--- config.mk ---
export PLATFORM = sky130hd
export DESIGN_NAME = fetch_pc_unit
export DESIGN_NICKNAME = d
export VERILOG_FILES = /design/src/rtl/fetch_pkg.sv /design/src/rtl/fetch_pc_unit.sv
export SDC_FILE = /design/constraint.sdc
export NUM_CORES = 1
export LEC_CHECK = 0
export CAP_MARGIN = 10
export CORE_ASPECT_RATIO = 0.9
export CORE_MARGIN = 2
export CORE_UTILIZATION = 47
export CTS_BUF_LIST = sky130_fd_sc_hd__clkbuf_8
export DETAILED_ROUTE_END_ITERATION = 6
export GPL_TIMING_DRIVEN = 0
export HOLD_SLACK_MARGIN = 0.02
export PLACE_DENSITY = 0.92
export REMOVE_ABC_BUFFERS = 1
export SLEW_MARGIN = 10
export SYNTH_ARGS = -nofsm -noshare
export SYNTH_HDL_FRONTEND = slang
export SYNTH_SLANG_ARGS = --single-unit
--- constraint.sdc ---
create_clock -name iCLOCK -period 4.25 [get_ports iCLOCK]
set_clock_uncertainty 0.1 [all_clocks]
set_input_delay 0.6375 -clock iCLOCK [delete_from_list [all_inputs] [get_ports iCLOCK]]
set_output_delay 0.6375 -clock iCLOCK [all_outputs]
set_load 0.1 [all_outputs]
--- src/rtl/fetch_pkg.sv ---
// Shared types and constants for the instruction fetch PC unit.
package fetch_pkg;

    // Fetch sequencing states.
    typedef enum logic [1:0] {
        ST_START         = 2'd0,
        ST_RUN           = 2'd1,
        ST_WAIT_REDIRECT = 2'd2
    } fetch_state_e;

    // Default first fetch address after reset.
    localparam logic [31:0] FETCH_RESET_VECTOR_DEFAULT = 32'h0000_0000;

    // Instruction step between sequential fetches.
    localparam logic [31:0] FETCH_STEP = 32'd4;

    // Force an address onto a 32-bit word boundary.
    function automatic logic [31:0] word_align(input logic [31:0] addr);
        return {addr[31:2], 2'b00};
    endfunction

endpackage

--- src/rtl/fetch_pc_unit.sv ---
// Fetch PC unit: sequences instruction memory requests, follows branch cache
// predictions, and handles flush/redirect from the back end.
//
//   state            | meaning
//   -----------------+-----------------------------------------------------
//   ST_START         | first cycle after reset, no request issued
//   ST_RUN           | issuing requests at pc, advancing on each accept
//   ST_WAIT_REDIRECT | flushed, idle until a redirect supplies a new pc
module fetch_pc_unit
    import fetch_pkg::*;
#(
    parameter logic [31:0] P_RESET_VECTOR = FETCH_RESET_VECTOR_DEFAULT
) (
    input  logic        iCLOCK,
    input  logic        iRESET_SYNC,
    input  logic        iFLUSH,
    input  logic        iREDIRECT_VALID,
    input  logic [31:0] iREDIRECT_ADDR,
    output logic        oMEM_REQ,
    output logic [31:0] oMEM_ADDR,
    input  logic        iMEM_ACK,
    output logic        oBC_SEARCH_STB,
    output logic [31:0] oBC_SEARCH_INST_ADDR,
    input  logic        iBC_SEARCH_VALID,
    input  logic        iBC_SEARCH_HIT,
    input  logic        iBC_PREDICT_BRANCH,
    input  logic [31:0] iBC_SEARCH_ADDR,
    input  logic        iFETCH_BUSY,
    output logic        oFETCH_VALID,
    output logic [31:0] oFETCH_INST_ADDR,
    output logic        oFETCH_PREDICT,
    output logic [31:0] oFETCH_PREDICT_ADDR
);

    localparam logic [31:0] RESET_PC = word_align(P_RESET_VECTOR);

    fetch_state_e state_q, state_d;
    logic [31:0]  pc_q, pc_d;
    logic         fetch_valid_q, fetch_valid_d;
    logic [31:0]  fetch_inst_addr_q, fetch_inst_addr_d;
    logic         fetch_predict_q, fetch_predict_d;
    logic [31:0]  fetch_predict_addr_q, fetch_predict_addr_d;

    logic         mem_req;
    logic         take;
    logic         accept;
    logic [31:0]  bc_target;
    logic [31:0]  redirect_target;

    // Low address bits are discarded by word alignment.
    logic         unused_low_addr_bits;
    assign unused_low_addr_bits = ^{iREDIRECT_ADDR[1:0], iBC_SEARCH_ADDR[1:0]};

    // Request qualification and branch prediction decode. Reset gates the
    // request so a mid-run reset cycle never presents a live request.
    always_comb begin
        mem_req         = (state_q == ST_RUN) && !iRESET_SYNC && !iFETCH_BUSY
                          && !iFLUSH && !iREDIRECT_VALID;
        take            = iBC_SEARCH_VALID && iBC_SEARCH_HIT && iBC_PREDICT_BRANCH;
        accept          = mem_req && iMEM_ACK;
        bc_target       = word_align(iBC_SEARCH_ADDR);
        redirect_target = word_align(iREDIRECT_ADDR);
    end

    assign oMEM_REQ             = mem_req;
    assign oMEM_ADDR            = pc_q;
    assign oBC_SEARCH_STB       = mem_req;
    assign oBC_SEARCH_INST_ADDR = pc_q;

    assign oFETCH_VALID         = fetch_valid_q;
    assign oFETCH_INST_ADDR     = fetch_inst_addr_q;
    assign oFETCH_PREDICT       = fetch_predict_q;
    assign oFETCH_PREDICT_ADDR  = fetch_predict_addr_q;

    // Next-state, next-pc mux and fetch slot capture. Redirect beats flush,
    // flush beats a normal accept; slot payload holds between pulses.
    always_comb begin
        state_d              = state_q;
        pc_d                 = pc_q;
        fetch_valid_d        = 1'b0;
        fetch_inst_addr_d    = fetch_inst_addr_q;
        fetch_predict_d      = fetch_predict_q;
        fetch_predict_addr_d = fetch_predict_addr_q;

        if (iREDIRECT_VALID) begin
            state_d = ST_RUN;
            pc_d    = redirect_target;
        end else if (iFLUSH) begin
            state_d = ST_WAIT_REDIRECT;
        end else begin
            unique case (state_q)
                ST_START: begin
                    state_d = ST_RUN;
                end
                ST_RUN: begin
                    if (accept) begin
                        pc_d                 = take ? bc_target : (pc_q + FETCH_STEP);
                        fetch_valid_d        = 1'b1;
                        fetch_inst_addr_d    = pc_q;
                        fetch_predict_d      = take;
                        fetch_predict_addr_d = take ? bc_target : 32'h0;
                    end
                end
                ST_WAIT_REDIRECT: begin
                    state_d = ST_WAIT_REDIRECT;
                end
                default: begin
                    state_d = ST_START;
                end
            endcase
        end
    end

    // State and slot registers with synchronous reset taking priority.
    always_ff @(posedge iCLOCK) begin
        if (iRESET_SYNC) begin
            state_q              <= ST_START;
            pc_q                 <= RESET_PC;
            fetch_valid_q        <= 1'b0;
            fetch_inst_addr_q    <= 32'h0;
            fetch_predict_q      <= 1'b0;
            fetch_predict_addr_q <= 32'h0;
        end else begin
            state_q              <= state_d;
            pc_q                 <= pc_d;
            fetch_valid_q        <= fetch_valid_d;
            fetch_inst_addr_q    <= fetch_inst_addr_d;
            fetch_predict_q      <= fetch_predict_d;
            fetch_predict_addr_q <= fetch_predict_addr_d;
        end
    end

endmodule

Word level (Yosys, flattened, before mapping)
Index checks and enable logic that the tools add are counted.

storage, ports and cells
  flip-flop bits (word level) = 100
  input port bits = 73

operators by class
  $add $sub $neg = 1
  equality and inequality tests = 5
  multiplexer cells = 10
  bitwise gates (word level) = 3
  reductions and logical operators = 19

operator list
  cell                                                    number
  two-way mux 32 bit                                      6
  adder 32 x 3 -> 32 bit (second input constant)          1
  logical AND 1 bit                                       7
  one-hot mux 2 bit (3 select lines)                      1
  AND reduction 3 bit                                     2
  zero test 1 bit                                         4
  AND reduction 4 bit                                     1
  nonzero test 2 bit                                      2
  OR reduction 4 bit                                      1
  inequality test 3 bit (second input constant)           1
  NOT 1 bit                                               3
  == test 2 x 1 -> 1 bit (second input constant)          1
  == test 2 bit (second input constant)                   1
  zero test 2 bit                                         1
  two-way mux 1 bit                                       2
  two-way mux 2 bit                                       1
  inequality test 2 x 1 -> 1 bit (second input constant)  1
  inequality test 2 bit (second input constant)           1
  OR reduction 2 bit                                      1

Logic depth before layout (Yosys ltp)
Gate-level depths: netlist (run 1).

  depth after elaboration = 10
  mapped depth = 8
  depth with buffers taken out = 6

Worst setup path before layout (run 1)
OpenSTA, ideal clock, no wires.

  path kind = input port to output port
  start point = in iRESET_SYNC
  end point = out oMEM_REQ
  data arrival time = 2.358 ns
  slack = 1.154 ns
  stages on the path = 4
  buffers on the path = 2
  cell sequence = clkbuf_1 > nor4b_2 > and2_1 > buf_4

between the ends
  longest elaborated chain between the ends = 5

ends and longest elaborated chain
  what                             line                 source
  from (decl)                      fetch_pc_unit.sv:15  input logic iRESET_SYNC,
  zero test 1 bit                  fetch_pc_unit.sv:57  mem_req = (state_q == ST_RUN) && !iRESET_SYNC && !iFETCH_BUSY
  logical AND 1 bit (2 in series)  fetch_pc_unit.sv:57
  logical AND 1 bit (2 in series)  fetch_pc_unit.sv:58  && !iFLUSH && !iREDIRECT_VALID;
  to (decl)                        fetch_pc_unit.sv:19  output logic oMEM_REQ,

No other way between the ends.

Worst setup path in the final report (run 1)
Same ends and word-level chain as after synthesis.

==> impl_metrics.tcl, run 1 <==
set metrics [dict create \
    status "completed" \
    area_growth_syn_to_layout_pct 42.1 \
    routed_wl_um 14400 \
    worst_slack_ns 0.460 \
    max-slew-margin-rel_pct 25.6 \
    rows 34 \
    hold_viol_final 0 \
    fin_setup_tns_ns 0 \
    post_cts_buffers 0 \
    routed_via_density 5.59 \
    final-setup-viol-count 0 \
    drc 0 \
    portBuffers 198 \
    nets 785 \
    clk_latency_ns 0.36 \
    critPathKind "input port to output port" \
    num_io_pins 205 \
    synth-seq-cells 98 \
    slew_violations 0 \
    antenna_found_initial 0 \
    fin_area_sq_um 6630 \
    synth-seq-area-share_pct 42.1 \
    timing.final.crit_share_pct 89.2 \
    cts_tree "yes" \
    numClockSinks 98 \
    postSynth.asyncResetShare_pct 0 \
    die-area_sq_um 10700 \
    hold_buffers 0 \
    start_util_pct 48.3 \
    clock.fmax_mhz 264 \
    drt_iter0_drc 228 \
    dp_worst_setup_slack_ns 0.240 \
    grt_pass1_wl_um 22500 \
    clk_pin_slew_ns 0.09 \
    drive_gt1_share_pct 4.76 \
    ctsHtreeMaxLevel 3 \
    track_usage_pct 26.1 \
    path_max_fanout 50 \
    worst_setup_path_start_kind "input port" \
    numCtsBuffers 9 \
    die_w_um 109 \
    leakagePower_nw 2.17 \
    ys_types 47 \
    gp_congestion 0.772 \
    wl_per_cell_um 17.1 \
    multiInputGateArea_sq_um 2250 \
    min_period_ns 3.79 \
    grt_max_degree 51 \
    power_w 0.00207 \
    core-area_sq_um 9660 \
    cp-end-kind "output port" \
    syn_inst 580 \
    ctsResizeCount 0 \
    final_util_pct 68.6 \
    clockBufferDepth 2 \
    netlist_area_sq_um 4660 \
    syn_area_per_cell_sq_um 8.04 \
    dp_hpwl_um 10100 \
    maxCapViolations 0 \
    hold_path_depth 2 \
    place_area_sq_um 6440 \
    die_h_um 98.5 \
    overflow 0 \
    rrSetupSlack_ns 1.12 \
    ir_worst_vdd_mv 0.195 \
    power_density_nw_per_um2 312 \
    root_buffer "clkbuf_8" \
    rsz0062_at_grt "false" \
    synth_edf_count 0 \
    synthFlopType "dfxtp_1" \
    ys_warn_count 0 \
    grt_pass1_vias 4378 \
    hold_path.class "register to register" \
    vias 4704 \
    reg2regPathDepth 6 \
    seq_area_sq_um 1960 \
    drtPass1Iterations 5 \
    fillers 783 \
    worst_pin_slew_ns 1.11 \
    diodes 0 \
    arrival_ns 3.05 \
    drtAntennaViolNets 0 \
    crit_required_ns 3.51 \
]
-- cell type report --
cell class                 instances  area share (%)
multi-input combinational        396            33.9
tap                              126            2.38
inverter                           4           0.246
timing repair buffer             202            31.0
clock buffer                       9            1.87
sequential                        98            29.6
clock inverter                     6           0.982
-- critical path: stages --
cell and delay, ns:
buf_4 0.26, buf_12 0.25, nor4b_2 0.50, and2_1 0.22
clkdlybuf4s50_1 1.14
-- cell usage in the layout, fill, tap and decap left out, drive strengths merged, types with 2 or more instances in the layout --
cell           netlist  routed
clkdlybuf4s50        0     196
nand2              104     104
dfxtp               98      98
a21oi               71      71
nor2                43      43
nand3               27      27
a22oi               23      23
xnor2               17      17
mux2i               10      10
o22ai               10      10
o21ai               10      10
nand4               10      10
clkbuf              34       9
nor4                 9       9
nor3                 8       8
xor2                 7       7
buf                 49       6
and3                 5       5
inv                  3       5
a211o                4       4
and2                 3       3
clkinv               1       3
a221oi               3       3
nor2b                3       3
o211ai               3       3
a222oi               3       3
nor4b                3       3
and4                 2       2
a31oi                2       2
o221ai               2       2
a32o                 2       2
conb                 1       2
-- metal layers --
layer  routed length, um  global-route usage, %
met2                6970                   44.4
met1                6120                   33.3
met5                   0                      0
met3                1140                   5.95
met4                 153                   7.00
-- power by group --
group          switching [W]  internal (W)
Sequential         0.0000388      0.000936
Combinational       0.000345      0.000148
Clock               0.000329      0.000271
Total               0.000713       0.00136
-- worst paths after layout --
check	from	to
max	iRESET_SYNC	oMEM_REQ
min	oFETCH_PREDICT_ADDR[10]	oFETCH_PREDICT_ADDR[10]
max reg2reg	state_q[0]	oBC_SEARCH_INST_ADDR[23]
min reg2reg	oFETCH_PREDICT_ADDR[10]	oFETCH_PREDICT_ADDR[10]
-- registers in the layout, indices dropped and copies added, names as in the netlist --
register              flops
oBC_SEARCH_INST_ADDR     32
oFETCH_INST_ADDR         32
oFETCH_PREDICT            1
oFETCH_PREDICT_ADDR      30
oFETCH_VALID              1
state_q                   2
-- cell usage after synthesis (5+ instances only) --
cell type    n  area share (%)
buf_4       35             5.6
nor2_1      43             3.5
nor4_2       7             1.9
a22oi_1     23             3.7
a21oi_1     71             7.6
xnor2_1     17             3.2
buf_2        9            0.97
nand3_1     27             2.9
nor3_1       8            0.86
o21ai_0     10             1.1
o22ai_1     10             1.3
mux2i_1     10             2.1
clkbuf_1    34             2.7
and3_1       5            0.67
xor2_1       7             1.3
nand2_1    104             8.4
nand4_1      9             1.2
dfxtp_1     98              42
-- kinds of logic after synthesis --
group,count (synthesis),synth area share (%)
other,1,0.0805
adder cells (fa/ha/maj),1,0.268
XOR/XNOR,24,4.51
AND/OR/NAND/NOR,221,22.5
flip-flops,98,42.1
buffers and inverters,87,10.2
AO/OA/AOI/OAI,138,18.2
multiplexers,10,2.15
-- metrics by stage --
stage / hold WS (ns) / cells
after floorplan: 0.406 / 498
after global placement: 0.339 / 822
after detailed placement: 0.344 / 826
after CTS: 0.356 / 841
after global routing: 0.383 / 841
final: 0.354 / 841
Power figures use the tool's default switching activity.
==> run 2: changes to the inputs <==
- CAP_MARGIN: 10 -> unset
- HOLD_SLACK_MARGIN: 0.02 -> 0.03
- SETUP_SLACK_MARGIN: unset -> 0.15
==> results of run 2 <==
Final layout, timing and power as in run 1 (identical DEF).
